### src/rtl/traffic_pkg.sv
// Shared definitions for the intersection controller and its upstream conditioners.
// Light codes, lane index map and the per-lane call state type.
package traffic_pkg;

  localparam logic [1:0] LIGHT_GREEN     = 2'b00;
  localparam logic [1:0] LIGHT_RED       = 2'b10;
  localparam logic [1:0] LIGHT_FLASH_YEL = 2'b11;

  localparam int LANE_N      = 0;
  localparam int LANE_S      = 1;
  localparam int LANE_E      = 2;
  localparam int LANE_W      = 3;
  localparam int LANE_N_LEFT = 4;
  localparam int LANE_S_LEFT = 5;
  localparam int LANE_E_LEFT = 6;
  localparam int LANE_W_LEFT = 7;

  typedef enum logic [1:0] {
    IDLE    = 2'd0,
    ARMING  = 2'd1,
    CALLED  = 2'd2,
    SERVING = 2'd3
  } lane_state_t;

  // Only a solid green counts as service; flashing yellow and the illegal 01 do not.
  function automatic logic is_green(input logic [1:0] light);
    return light == LIGHT_GREEN;
  endfunction

endpackage

### src/rtl/vehicle_demand_latch_demand_lane.sv
// One approach lane: 2-flop sensor synchroniser, debounce, latched call held
// until a solid green has been shown for SERVE_CYCLES consecutive cycles.
module demand_lane
  import traffic_pkg::*;
#(
  parameter int DEBOUNCE_CYCLES = 3,
  parameter int SERVE_CYCLES    = 2,
  parameter int STARVE_CYCLES   = 40
) (
  input  logic       clk,
  input  logic       reset,
  input  logic       i_sensor_raw,
  input  logic [1:0] i_light,
  output logic       o_demand,
  output logic       o_starve
);

  localparam int DW = $clog2(DEBOUNCE_CYCLES + 1);
  localparam int SW = $clog2(SERVE_CYCLES + 1);
  localparam int WW = $clog2(STARVE_CYCLES + 1);

  localparam logic [DW-1:0] DEB_MAX  = DW'(DEBOUNCE_CYCLES);
  localparam logic [SW-1:0] SRV_MAX  = SW'(SERVE_CYCLES);
  localparam logic [WW-1:0] WAIT_MAX = WW'(STARVE_CYCLES);
  localparam logic [DW-1:0] DEB_ONE  = DW'(1);
  localparam logic [SW-1:0] SRV_ONE  = SW'(1);
  localparam logic [WW-1:0] WAIT_ONE = WW'(1);

  logic          r_s1, r_s2;
  lane_state_t   r_state, w_state_nxt;
  logic [DW-1:0] r_dcnt, w_dcnt_nxt, w_dcnt_inc;
  logic [SW-1:0] r_scnt, w_scnt_nxt, w_scnt_inc;
  logic [WW-1:0] r_wait, w_wait_nxt;
  logic          w_green, w_qual;

  assign w_green    = is_green(i_light);
  assign w_qual     = r_s2 && !w_green;
  assign w_dcnt_inc = r_dcnt + DEB_ONE;
  assign w_scnt_inc = r_scnt + SRV_ONE;

  always_ff @(posedge clk or posedge reset) begin
    if (reset) begin
      r_s1    <= 1'b0;
      r_s2    <= 1'b0;
      r_state <= IDLE;
      r_dcnt  <= '0;
      r_scnt  <= '0;
      r_wait  <= '0;
    end else begin
      r_s1    <= i_sensor_raw;
      r_s2    <= r_s1;
      r_state <= w_state_nxt;
      r_dcnt  <= w_dcnt_nxt;
      r_scnt  <= w_scnt_nxt;
      r_wait  <= w_wait_nxt;
    end
  end

  always_comb begin
    w_state_nxt = r_state;
    w_dcnt_nxt  = r_dcnt;
    w_scnt_nxt  = r_scnt;
    w_wait_nxt  = r_wait;
    unique case (r_state)
      IDLE: begin
        // A vehicle seen under green just proceeds; no call is raised.
        if (w_qual) begin
          if (DEB_MAX == DEB_ONE) begin
            w_state_nxt = CALLED;
            w_wait_nxt  = '0;
          end else begin
            w_state_nxt = ARMING;
            w_dcnt_nxt  = DEB_ONE;
          end
        end
      end
      ARMING: begin
        if (w_qual) begin
          if (w_dcnt_inc == DEB_MAX) begin
            w_state_nxt = CALLED;
            w_dcnt_nxt  = '0;
            w_wait_nxt  = '0;
          end else begin
            w_dcnt_nxt = w_dcnt_inc;
          end
        end else begin
          w_state_nxt = IDLE;
          w_dcnt_nxt  = '0;
        end
      end
      CALLED: begin
        if (w_green) begin
          w_wait_nxt = '0;
          if (SRV_MAX == SRV_ONE) begin
            w_state_nxt = IDLE;
          end else begin
            w_state_nxt = SERVING;
            w_scnt_nxt  = SRV_ONE;
          end
        end else if (r_wait != WAIT_MAX) begin
          w_wait_nxt = r_wait + WAIT_ONE;
        end
      end
      SERVING: begin
        if (w_green) begin
          if (w_scnt_inc == SRV_MAX) begin
            w_state_nxt = IDLE;
            w_scnt_nxt  = '0;
          end else begin
            w_scnt_nxt = w_scnt_inc;
          end
        end else begin
          // Green was too short to count as service: back to waiting, clock restarts.
          w_state_nxt = CALLED;
          w_scnt_nxt  = '0;
          w_wait_nxt  = '0;
        end
      end
      default: begin
        w_state_nxt = IDLE;
        w_dcnt_nxt  = '0;
        w_scnt_nxt  = '0;
        w_wait_nxt  = '0;
      end
    endcase
  end

  assign o_demand = (r_state == CALLED) || (r_state == SERVING);
  assign o_starve = (r_state == CALLED) && (r_wait == WAIT_MAX);

endmodule

### src/rtl/vehicle_demand_latch.sv
// Loop-detector conditioner for the four-way controller: one independent
// demand_lane per approach, plus an any-call summary for the controller.
module vehicle_demand_latch
  import traffic_pkg::*;
#(
  parameter int N_LANES         = 8,
  parameter int DEBOUNCE_CYCLES = 3,
  parameter int SERVE_CYCLES    = 2,
  parameter int STARVE_CYCLES   = 40
) (
  input  logic                 clk,
  input  logic                 reset,
  input  logic [N_LANES-1:0]   i_sensor_raw,
  input  logic [2*N_LANES-1:0] i_lane_light,
  output logic [N_LANES-1:0]   o_demand,
  output logic [N_LANES-1:0]   o_starve,
  output logic                 o_any_demand
);

  for (genvar gi = 0; gi < N_LANES; gi++) begin : g_lane
    demand_lane #(
      .DEBOUNCE_CYCLES (DEBOUNCE_CYCLES),
      .SERVE_CYCLES    (SERVE_CYCLES),
      .STARVE_CYCLES   (STARVE_CYCLES)
    ) u_lane (
      .clk          (clk),
      .reset        (reset),
      .i_sensor_raw (i_sensor_raw[gi]),
      .i_light      (i_lane_light[2*gi +: 2]),
      .o_demand     (o_demand[gi]),
      .o_starve     (o_starve[gi])
    );
  end

  // Built from registered per-lane decodes only, so no input-to-output path.
  assign o_any_demand = |o_demand;

endmodule
### config.mk
export PLATFORM = sky130hd
export DESIGN_NAME = vehicle_demand_latch
export DESIGN_NICKNAME = d
export VERILOG_FILES = /design/src/rtl/traffic_pkg.sv /design/src/rtl/vehicle_demand_latch_demand_lane.sv /design/src/rtl/vehicle_demand_latch.sv
export SDC_FILE = /design/constraint.sdc
export NUM_CORES = 1
export LEC_CHECK = 0
export ABC_AREA = 1
export CAP_MARGIN = 20
export CORE_UTILIZATION = 45
export DETAILED_ROUTE_END_ITERATION = 16
export PLACE_DENSITY = 0.66
export SLEW_MARGIN = 0
export SYNTH_ARGS = -nofsm -noshare
export SYNTH_HDL_FRONTEND = slang
export SYNTH_SLANG_ARGS = --single-unit
### constraint.sdc
create_clock -name clk -period 5.1 [get_ports clk]
set_input_delay 0.765 -clock clk [delete_from_list [all_inputs] [get_ports clk]]
set_output_delay 0.765 -clock clk [all_outputs]
set_load 0.05 [all_outputs]
==> results.toml <==
[synth]
synth_edf_count = 0
yosysWarnings = 0
synth_most_common_cell = "nand2_1"
yosysSeqAreaShare_pct = 43.03
syn-cell-area_mm2 = 0.006514
synth_top_cell_by_area = "dfrtp_1"
yosysTopAreaCellShare_pct = 43.03
synthTopCellsByArea = "dfrtp_1 (43%), nand2_1 (12%), inv_1 (6.7%), o21ai_0 (5.0%), nand3_1 (4.7%)"
synthCells = 867
synth_area_per_cell_um2 = 7.513
ys_ff_latch = 112
synth_fp_nets = 909
synth_flop_cell = "dfrtp_1"
synthDistinctLibCells = 35
async_reset_ff_share_pct = 100.0
synth_commonest_cells = "nand2_1 (213), inv_1 (116), dfrtp_1 (112), nor2_1 (79), o21ai_0 (65)"

[grt]
grt_usage_pct = 17.08
grt_pass1_wl_um = 20360
gr-total-overflow = 0
grt_start_max_net_pins = 47
grt_pass1_vias = 4644
antenna_found_initial = 0

[sta]
tightest_slew_ps = 572.8
setup_viol_count_final = 0
relSlewSlack_pct = 61.82
clock.fmax_mhz = 332.6
rsz0062_at_grt = "no"
maxSlewViolCount = 0
setup_tns_ps = 0
clock_skew_ps = 7.698
hold_viol = 0
period_minus_slack_ps = 3007
min_period_over_period_pct = 58.95

[cells_and_area]
area_growth_syn_to_layout_pct = 11.83
diodes = 0
postLayoutCoreUtil_pct = 52.08
nets = 935
layout-drive-gt1-share_pct = 7.906

[critical_path]
startpoint_type = "flop"
critPathSlowestCell = "clkdlybuf4s50_1"
cp_slowest_stage_delay_ps = 850
crit_family = "buffers and inverters"
crit_path_end_kind = "output port"
cp.required_ps = 4340
crit_type = "reg2out"
cp_max_fo = 6
crit_buf_inv = 3
critical_path.most_common_cell = "inv_1"
worst_ep_arrival_time_ps = 2240
path_cells = "inv_1 > ha_1 > inv_1 > nor4_1 > clkdlybuf4s50_1"

[cts]
cts-htree-levels = 3
cts.path.max_buffers = 2
post_cts_buffers = 0
cts_resized = 0
clkTransAtPathRegs_ps = 70
ctsHoldBuffers = 0
cts_tree = "built"
cts_root_buf = "clkbuf_16"
clkSinkCount = 112
cts_buffers = 9
clk_latency_ps = 350

[drt]
vias_per_cell = 4.886
avgRoutedWirePerCell_um = 11.02
drt-pass1-iter-count = 5
wl_met2_um = 5414
met3_length_um = 440
route.vias.total = 5267
wl_um = 11880
wl_met1_um = 5909
top_layer = "met4"
drc = 0
antenna_left = 0
drtIter0Drc = 301

[power_and_ir_drop]
comb_power_share_pct = 39.4
seqPwrFrac_pct = 39.4
p_leak_nw = 3.513
p_int_mw = 1.896
p_clk_share_pct = 21.2
cellPowerDensity_mw_per_mm2 = 458.0
switching_share_pct = 43.18
p_sw_mw = 1.441
irDropWorstVdd_v = 0.0003077

[placed_design]
gp_congestion = 0.8341
port_buffers = 42
dp_hpwl_um = 8699

[floorplan]
die_h_um = 122.3
start_util_pct = 46.57
dieArea_mm2 = 0.01496
num_rows = 43
core-area_mm2 = 0.01399
die_w_um = 122.3
pin_count = 43

[job]
maxCapViolations = 0

[run_status]
status = "complete, no violations"

[hold_path]
hold_path.class = "reg2reg"
==> power groups by stage <==
stage          clock (mW)  sequential [mW]  combinational (mW)
3_5_place_dp            0             1.33                1.32
6_report            0.707             1.32                1.31
2_1_floorplan           0             1.25                1.15
5_1_grt             0.775             1.36                1.51
4_1_cts             0.743             1.31                1.33
3_3_place_gp            0             1.33                1.32
==> worst reg2reg max path: cells and delay by family (launching register included) <==
kind / cells / cell delay [ps]
buf+inv: 1 / 120
simple gates: 5 / 650
flops: 1 / 510
compound gates: 1 / 80
==> state kept, by name (all words and copies together) (netlist names) <==
signal	cells
g_lane.u_lane.r_s1	8
g_lane.u_lane.r_s2	8
g_lane.u_lane.r_scnt	16
g_lane.u_lane.r_dcnt	16
g_lane.u_lane.r_wait	48
g_lane.u_lane.r_state	16
==> layout make-up <==
cell class | instances | area (um2)
fill | 1325 | 6704
multi-input combinational | 597 | 3038
sequential | 112 | 2803
inverter | 129 | 486.7
timing repair buffer | 44 | 435.4
clock buffer | 10 | 229.0
tap | 180 | 225.2
clock inverter | 6 | 67.56
==> path summary, 6_finish.rpt <==
path	slack, ps	startpoint	cells past startpoint	end
setup / recovery	2090	g_lane[3].u_lane.r_wait[0]	5	o_starve[3]
hold / removal	350	g_lane[6].u_lane.r_s1	0	g_lane[6].u_lane.r_s2
setup reg to reg	3640	g_lane[7].u_lane.r_state[1]	7	g_lane[7].u_lane.r_wait[4]
hold reg to reg	350	g_lane[6].u_lane.r_s1	0	g_lane[6].u_lane.r_s2
max in group asynchronous	3370	reset	3	g_lane[4].u_lane.r_wait[3]
min in group asynchronous	780	reset	2	g_lane[0].u_lane.r_s2
==> per-layer routing <==
layer  track usage (%)  vias up
li1                  -     2817
met1             22.13     2383
met2             27.56       55
met3             5.297       12
met4             4.497        0
met5                 0        -
==> cell families (layout without fill, tap and decap cells) <==
group,count (synthesis),in the layout,synth area share [%]
buffers and inverters,158,189,10.33
AO/OA/AOI/OAI,141,141,11.62
flip-flops,112,112,43.03
AND/OR/NAND/NOR,422,422,29.52
adder cells (fa/ha/maj),16,16,3.073
XOR/XNOR,18,18,2.420
==> stage by stage <==
step           power [mW]  cell area, um2  instances  setup slack (ps)  hold slack (ps)
6_report            3.336            7284       1078              2093            351.3
5_1_grt             3.641            7284       1078              1934            359.2
4_1_cts             3.385            7284       1078              2051            354.3
3_5_place_dp        2.652            6988       1062              2453            337.8
3_3_place_gp        2.647            6988       1062              2500            332.8
2_1_floorplan       2.398            6514        867              1376            331.2
==> layout by cell type, fill, tap and decap left out, drive strengths merged, types with 16 or more instances in the layout <==
cell type,netlist,final
nand2,223,223
inv,129,130
dfrtp,112,112
nor2,99,99
o21ai,96,96
nand3,68,68
clkdlybuf4s50,0,42
a21oi,26,26
nand4,18,18
xor2,18,18
ha,16,16
No activity file was read; power rests on OpenSTA's default activity.
